File: config.mk
export PLATFORM = sky130hd
export DESIGN_NAME = regfile_wb_arbiter
export DESIGN_NICKNAME = d
export VERILOG_FILES = /design/src/rtl/rf_pkg.sv /design/src/rtl/regfile_wb_arbiter_rr_arbiter.sv /design/src/rtl/regfile_wb_arbiter.sv
export SDC_FILE = /design/constraint.sdc
export NUM_CORES = 1
export LEC_CHECK = 0
export CAP_MARGIN = 20
export CORE_UTILIZATION = 33
export DETAILED_ROUTE_END_ITERATION = 8
export GPL_TIMING_DRIVEN = 0
export MAX_ROUTING_LAYER = met4
export PLACE_DENSITY = 0.78
export SLEW_MARGIN = 30
export SYNTH_ARGS = -nofsm -noshare
export SYNTH_HDL_FRONTEND = slang
export SYNTH_HIERARCHICAL = 1
export SYNTH_SLANG_ARGS = --single-unit
File: constraint.sdc
create_clock -name clock -period 1.8 [get_ports clock]
set_input_delay 0.45 -clock clock [delete_from_list [all_inputs] [get_ports clock]]
set_output_delay 0.45 -clock clock [all_outputs]
set_load 0.005 [all_outputs]
File: src/rtl/rf_pkg.sv
// Shared register-file widths and the round-robin pick helper used by the writeback arbiter.
package rf_pkg;
   localparam int unsigned RF_ADDR_W = 5;
   localparam int unsigned RF_DATA_W = 32;
   localparam logic [RF_ADDR_W-1:0] RF_ZERO_REG = 5'd0;
   localparam int unsigned RR_MAX_REQ = 8;
   localparam int unsigned RR_PTR_W = 3;

   // One-hot grant of the first valid bit at or after ptr, wrapping at numReq (ptr < numReq).
   function automatic logic [RR_MAX_REQ-1:0] rr_pick(
      input logic [RR_MAX_REQ-1:0] valid,
      input logic [RR_PTR_W-1:0]   ptr,
      input int unsigned           numReq
   );
      logic [RR_MAX_REQ-1:0] grant;
      logic                  found;
      int unsigned           idx;
      grant = '0;
      found = 1'b0;
      for (int unsigned k = 0; k < RR_MAX_REQ; k++) begin
         idx = 32'(ptr) + k;
         if (idx >= numReq) idx = idx - numReq;
         if (!found && (k < numReq) && valid[3'(idx)]) begin
            grant[3'(idx)] = 1'b1;
            found = 1'b1;
         end
      end
      return grant;
   endfunction
endpackage

File: src/rtl/regfile_wb_arbiter_rr_arbiter.sv
// Round-robin arbiter: combinational one-hot grant from valid, pointer advances past each winner.
module rr_arbiter
   import rf_pkg::*;
#(
   parameter  int unsigned NUM_REQ = 2,
   localparam int unsigned IDX_W   = $clog2(NUM_REQ)
) (
   input  logic               clock,
   input  logic               reset_n,
   input  logic [NUM_REQ-1:0] valid,
   input  logic               enable,
   output logic [NUM_REQ-1:0] grant,
   output logic [IDX_W-1:0]   grantIdx
);

   logic [IDX_W-1:0]      rrPtr;
   logic [RR_MAX_REQ-1:0] validWide;
   logic [RR_MAX_REQ-1:0] pickWide;

   always_comb begin
      validWide = '0;
      validWide[NUM_REQ-1:0] = valid;
      pickWide = rr_pick(validWide, RR_PTR_W'(rrPtr), NUM_REQ);
      grant = enable ? pickWide[NUM_REQ-1:0] : '0;
      grantIdx = '0;
      for (int unsigned i = 0; i < RR_MAX_REQ; i++) begin
         if (pickWide[i]) grantIdx = IDX_W'(i);
      end
   end

   // Pointer only moves on an actual grant, so hold or idle cycles keep the priority order.
   always_ff @(posedge clock or negedge reset_n) begin
      if (!reset_n) begin
         rrPtr <= '0;
      end else if (|grant) begin
         rrPtr <= (32'(grantIdx) == NUM_REQ - 1) ? '0 : grantIdx + IDX_W'(1);
      end
   end

endmodule

File: src/rtl/regfile_wb_arbiter.sv
// Shares the register-file write port among NUM_REQ writeback sources through a one-entry
// commit stage; the stage is also exported as a bypass for same-cycle readers.
module regfile_wb_arbiter
   import rf_pkg::*;
#(
   parameter  int unsigned NUM_REQ = 2,
   parameter  int unsigned ADDR_W  = RF_ADDR_W,
   parameter  int unsigned DATA_W  = RF_DATA_W,
   localparam int unsigned IDX_W   = $clog2(NUM_REQ)
) (
   input  logic                      clock,
   input  logic                      reset_n,
   input  logic [NUM_REQ-1:0]        req_valid,
   output logic [NUM_REQ-1:0]        req_ready,
   input  logic [NUM_REQ*ADDR_W-1:0] req_addr,
   input  logic [NUM_REQ*DATA_W-1:0] req_data,
   input  logic                      hold,
   output logic                      rf_we,
   output logic [ADDR_W-1:0]         rf_waddr,
   output logic [DATA_W-1:0]         rf_wdata,
   output logic                      byp_valid,
   output logic [ADDR_W-1:0]         byp_addr,
   output logic [DATA_W-1:0]         byp_data,
   output logic [IDX_W-1:0]          grant_id
);

   logic [NUM_REQ-1:0] grant;
   logic [IDX_W-1:0]   grantIdx;
   logic [ADDR_W-1:0]  selAddr;
   logic [DATA_W-1:0]  selData;
   logic               handshake;

   rr_arbiter #(.NUM_REQ(NUM_REQ)) uArb (
      .clock    (clock),
      .reset_n  (reset_n),
      .valid    (req_valid),
      .enable   (~hold),
      .grant    (grant),
      .grantIdx (grantIdx)
   );

   assign req_ready = reset_n ? grant : '0;
   assign handshake = |(req_valid & req_ready);

   // One-hot mux of the winning requester's payload.
   always_comb begin
      selAddr = '0;
      selData = '0;
      for (int unsigned i = 0; i < NUM_REQ; i++) begin
         if (grant[i]) begin
            selAddr = selAddr | req_addr[i*ADDR_W +: ADDR_W];
            selData = selData | req_data[i*DATA_W +: DATA_W];
         end
      end
   end

   // Commit stage; writes to the zero register are accepted but never enabled.
   always_ff @(posedge clock or negedge reset_n) begin
      if (!reset_n) begin
         rf_we    <= 1'b0;
         rf_waddr <= '0;
         rf_wdata <= '0;
         grant_id <= '0;
      end else if (handshake) begin
         rf_we    <= (selAddr != ADDR_W'(RF_ZERO_REG));
         rf_waddr <= selAddr;
         rf_wdata <= selData;
         grant_id <= grantIdx;
      end else begin
         rf_we    <= 1'b0;
      end
   end

   assign byp_valid = rf_we;
   assign byp_addr  = rf_waddr;
   assign byp_data  = rf_wdata;

endmodule

==> impl_metrics.csv <==
group,metric,value,unit
logic_synthesis,synth.most_common_cell,"dfrtp_1",
global_routing,grt_antenna_before_repair,0,
placement,port_buffers,157,
cells_and_area,finalNetCount,494,
global_routing,grt_use_total,21.9,%
timing,skew,0.00394,ns
logic_synthesis,synth_area,2380,um2
global_routing,grt_pass1_vias,2511,
route,drc,0,
timing,setup_violations,0,
cells_and_area,syn2layout_area_growth,86.0,%
global_routing,grtUsageMet2,39.3,%
logic_synthesis,synth.area.top_cells,"dfrtp_1, buf_4, a22oi_1",
worst_setup_path,cp-end-kind,"output pin",
floorplanning,die_area,7570,um2
clock_network,clk_pin_slew,0.08,ns
logic_synthesis,syn-num-nets,311,
route,drt-initial-drc-count,72,
global_routing,grt-ovfl-total,0,
route,firstDrtPassIters,4,
logic_synthesis,synth_ff_type,"dfrtp_1",
timing,timing_worst_slew_pin_value,0.753,ns
timing,post-route-period-util,100,%
logic_synthesis,yosysTopAreaCell,"dfrtp_1",
cells_and_area,final_cell_area,4440,um2
timing,fin_crit,1.80,ns
timing,slew_headroom,49.6,%
worst_setup_path,slowest_delay,0.39,ns
logic_synthesis,avgSynthCellArea,10.3,um2
placement,dp_hpwl,6020,um
clock_network,cts_tree,"yes",
cells_and_area,diodes,0,
run_status,status,"complete, no violations",
clock_network,clk_latency,0.28,ns
global_routing,busiest_layer,"met2",
global_routing,grt_max_degree,17,
floorplanning,placementRows,30,
route,wire_per_inst,16.1,um
worst_setup_path,cp_data_required_time,1.35,ns
global_routing,met1_usage,24.9,%
logic_synthesis,async_reset_ff_share,100,%
logic_synthesis,syn_inst,232,
worst_setup_path,path_buf_inv,2,
worst_setup_path,crit_arrival,1.35,ns
worst_setup_path,slowest_stage,"dfrtp_1",
worst_setup_path,start_kind,"flip-flop",
route,wl,8200,um
timing,max_freq,556,MHz
clock_network,root_buffer,"clkbuf_8",
worst_setup_path,crit_type,"flip-flop to output pin",
logic_synthesis,synth_edf_count,0,
route,final_antenna_net_count,0,
logic_synthesis,ys_warn_count,6,
floorplanning,fp.dieH,87.0,um
worst_setup_path,crit_path_max_fanout,3,
clock_network,cts_num_sinks,40,
route,via_count,2542,
timing,hold_violations,0,
timing,maxSlewViolCount,0,
global_routing,grt_first_pass_wirelength,12200,um
timing,tns,0,ns
pwr,p_leak,1.80,nW
floorplanning,fp.dieW,87.0,um
cells_and_area,final_layout_size_suffix_gt1_share,30.4,%
placement,routabilityCongestion,0.777,
job,drv_cap,0,
pwr,powerDensity,968,nW/um2
clock_network,cts.path.max_buffers,2,
pwr,peakVddDrop,0.000428,V
route,via_per_inst,4.97,
logic_synthesis,ys_types,19,
worst_hold_path,hp-class,"input pin to asynchronous set/reset pin",
clock_network,cts_buffers,5,
worst_setup_path,crit_chain,"nand2b_4, and3_4, buf_8, and2_4, buf_6",
floorplanning,ioPinCount,158,
floorplanning,core,6870,um2
global_routing,met3_usage,3.22,%
logic_synthesis,ys_top_cells_by_count,"dfrtp_1, buf_4, a31oi_1, a22oi_1, a21oi_2",
floorplanning,start_util,34.7,%
clock_network,cts_htree_levels,2,
timing,rsz0062_at_grt,"yes",
logic_synthesis,synth-seq-cells,40,
worst_setup_path,critPathTopFamily,"simple AND/OR/NAND/NOR gates",
logic_synthesis,synth_top_area_share,42.0,%
placement,placed_cell_area,4090,um2
logic_synthesis,yosysSeqAreaShare,42.0,%
through the flow:
step	hold WS, ns	instances	setup WS, ns	utilization [%]	total power, mW
floorplan	0.154	232	0.0228	-	2.21
global placement	0.489	485	-2.44	59.3	3.48
detailed placement	0.401	486	-1.18	59.6	3.55
CTS	0.173	504	-0.0963	63.7	4.26
global route	0.176	511	-0.0311	64.6	4.55
finish	0.186	511	0.000766	64.6	4.30
kinds of logic (layout without fill, tap and decap cells):
family / after synthesis / in the layout / synth area share, %
compound gates: 118 / 118 / 35.9
buf+inv: 64 / 247 / 19.4
flops: 40 / 40 / 42.0
mux: 1 / 1 / 0.472
simple gates: 9 / 9 / 2.26
metal layers:
layer / wire length [um] / vias to the layer above
met5: 0 / -
met4: 131 / 0
met3: 474 / 13
met2: 4230 / 113
met1: 3370 / 1210
li1: - / 1206
registers in the layout (all words and copies together), names as in the netlist:
| signal | cells |
|---|---|
| byp_valid | 1 |
| byp_addr | 5 |
| grant_id | 1 |
| uArb/rrPtr | 1 |
| byp_data | 32 |
layout make-up:
type | instances | area [um2]
plain buffers | 60 | 469
clock buffers | 7 | 96.3
fillers | 590 | 2430
inverters | 1 | 3.75
multi-input cells | 128 | 952
flip-flops and latches | 40 | 1000
well taps | 96 | 120
repair buffers | 179 | 1790
power breakdown:
group / leakage [nW] / switching, mW / internal, mW / total, mW
logic: 1.28 / 0.688 / 1.58 / 2.27
clock network: 0.0503 / 0.293 / 0.341 / 0.634
registers: 0.467 / 0.244 / 1.15 / 1.39
total: 1.80 / 1.23 / 3.07 / 4.30
cell usage in the layout (no fill, tap or decap), types with 2 or more instances in the layout:
| master | count |
|---|---|
| o21ai_1 | 2 |
| clkbuf_1 | 5 |
| buf_12 | 2 |
| and2_4 | 2 |
| buf_2 | 4 |
| dlymetal6s2s_1 | 2 |
| dfrtp_1 | 40 |
| a22oi_1 | 37 |
| a21oi_2 | 30 |
| clkdlybuf4s50_1 | 149 |
| a21oi_1 | 9 |
| or4_1 | 2 |
| buf_4 | 57 |
| buf_8 | 4 |
| a31oi_1 | 38 |
| buf_6 | 9 |
| clkbuf_2 | 3 |
| clkbuf_8 | 7 |
final timing paths:
check	slack, ns	start	cells after the start	endpoint
worst max-delay path	0.0008	uArb/rrPtr	5	req_ready[1]
worst min-delay path	0.19	reset_n	2	byp_data[29]
worst max register to register	0.03	uArb/rrPtr	8	byp_data[5]
worst min register to register	0.55	grant_id	1	grant_id
max in group asynchronous	0.55	reset_n	2	byp_data[14]
min in group clock	0.46	req_valid[1]	2	uArb/rrPtr
repair_timing:
action | CTS | global route
endpoints found under the setup margin | 37 | 27
gates resized for setup | 40 | 13
pin swaps | 1 | 1
gates cloned | 1 | 0
hold buffers | 1 | 0
hold endpoints to repair | 16 | 0
buffers inserted | 9 | 10
No activity file was read; power rests on OpenSTA's default activity.
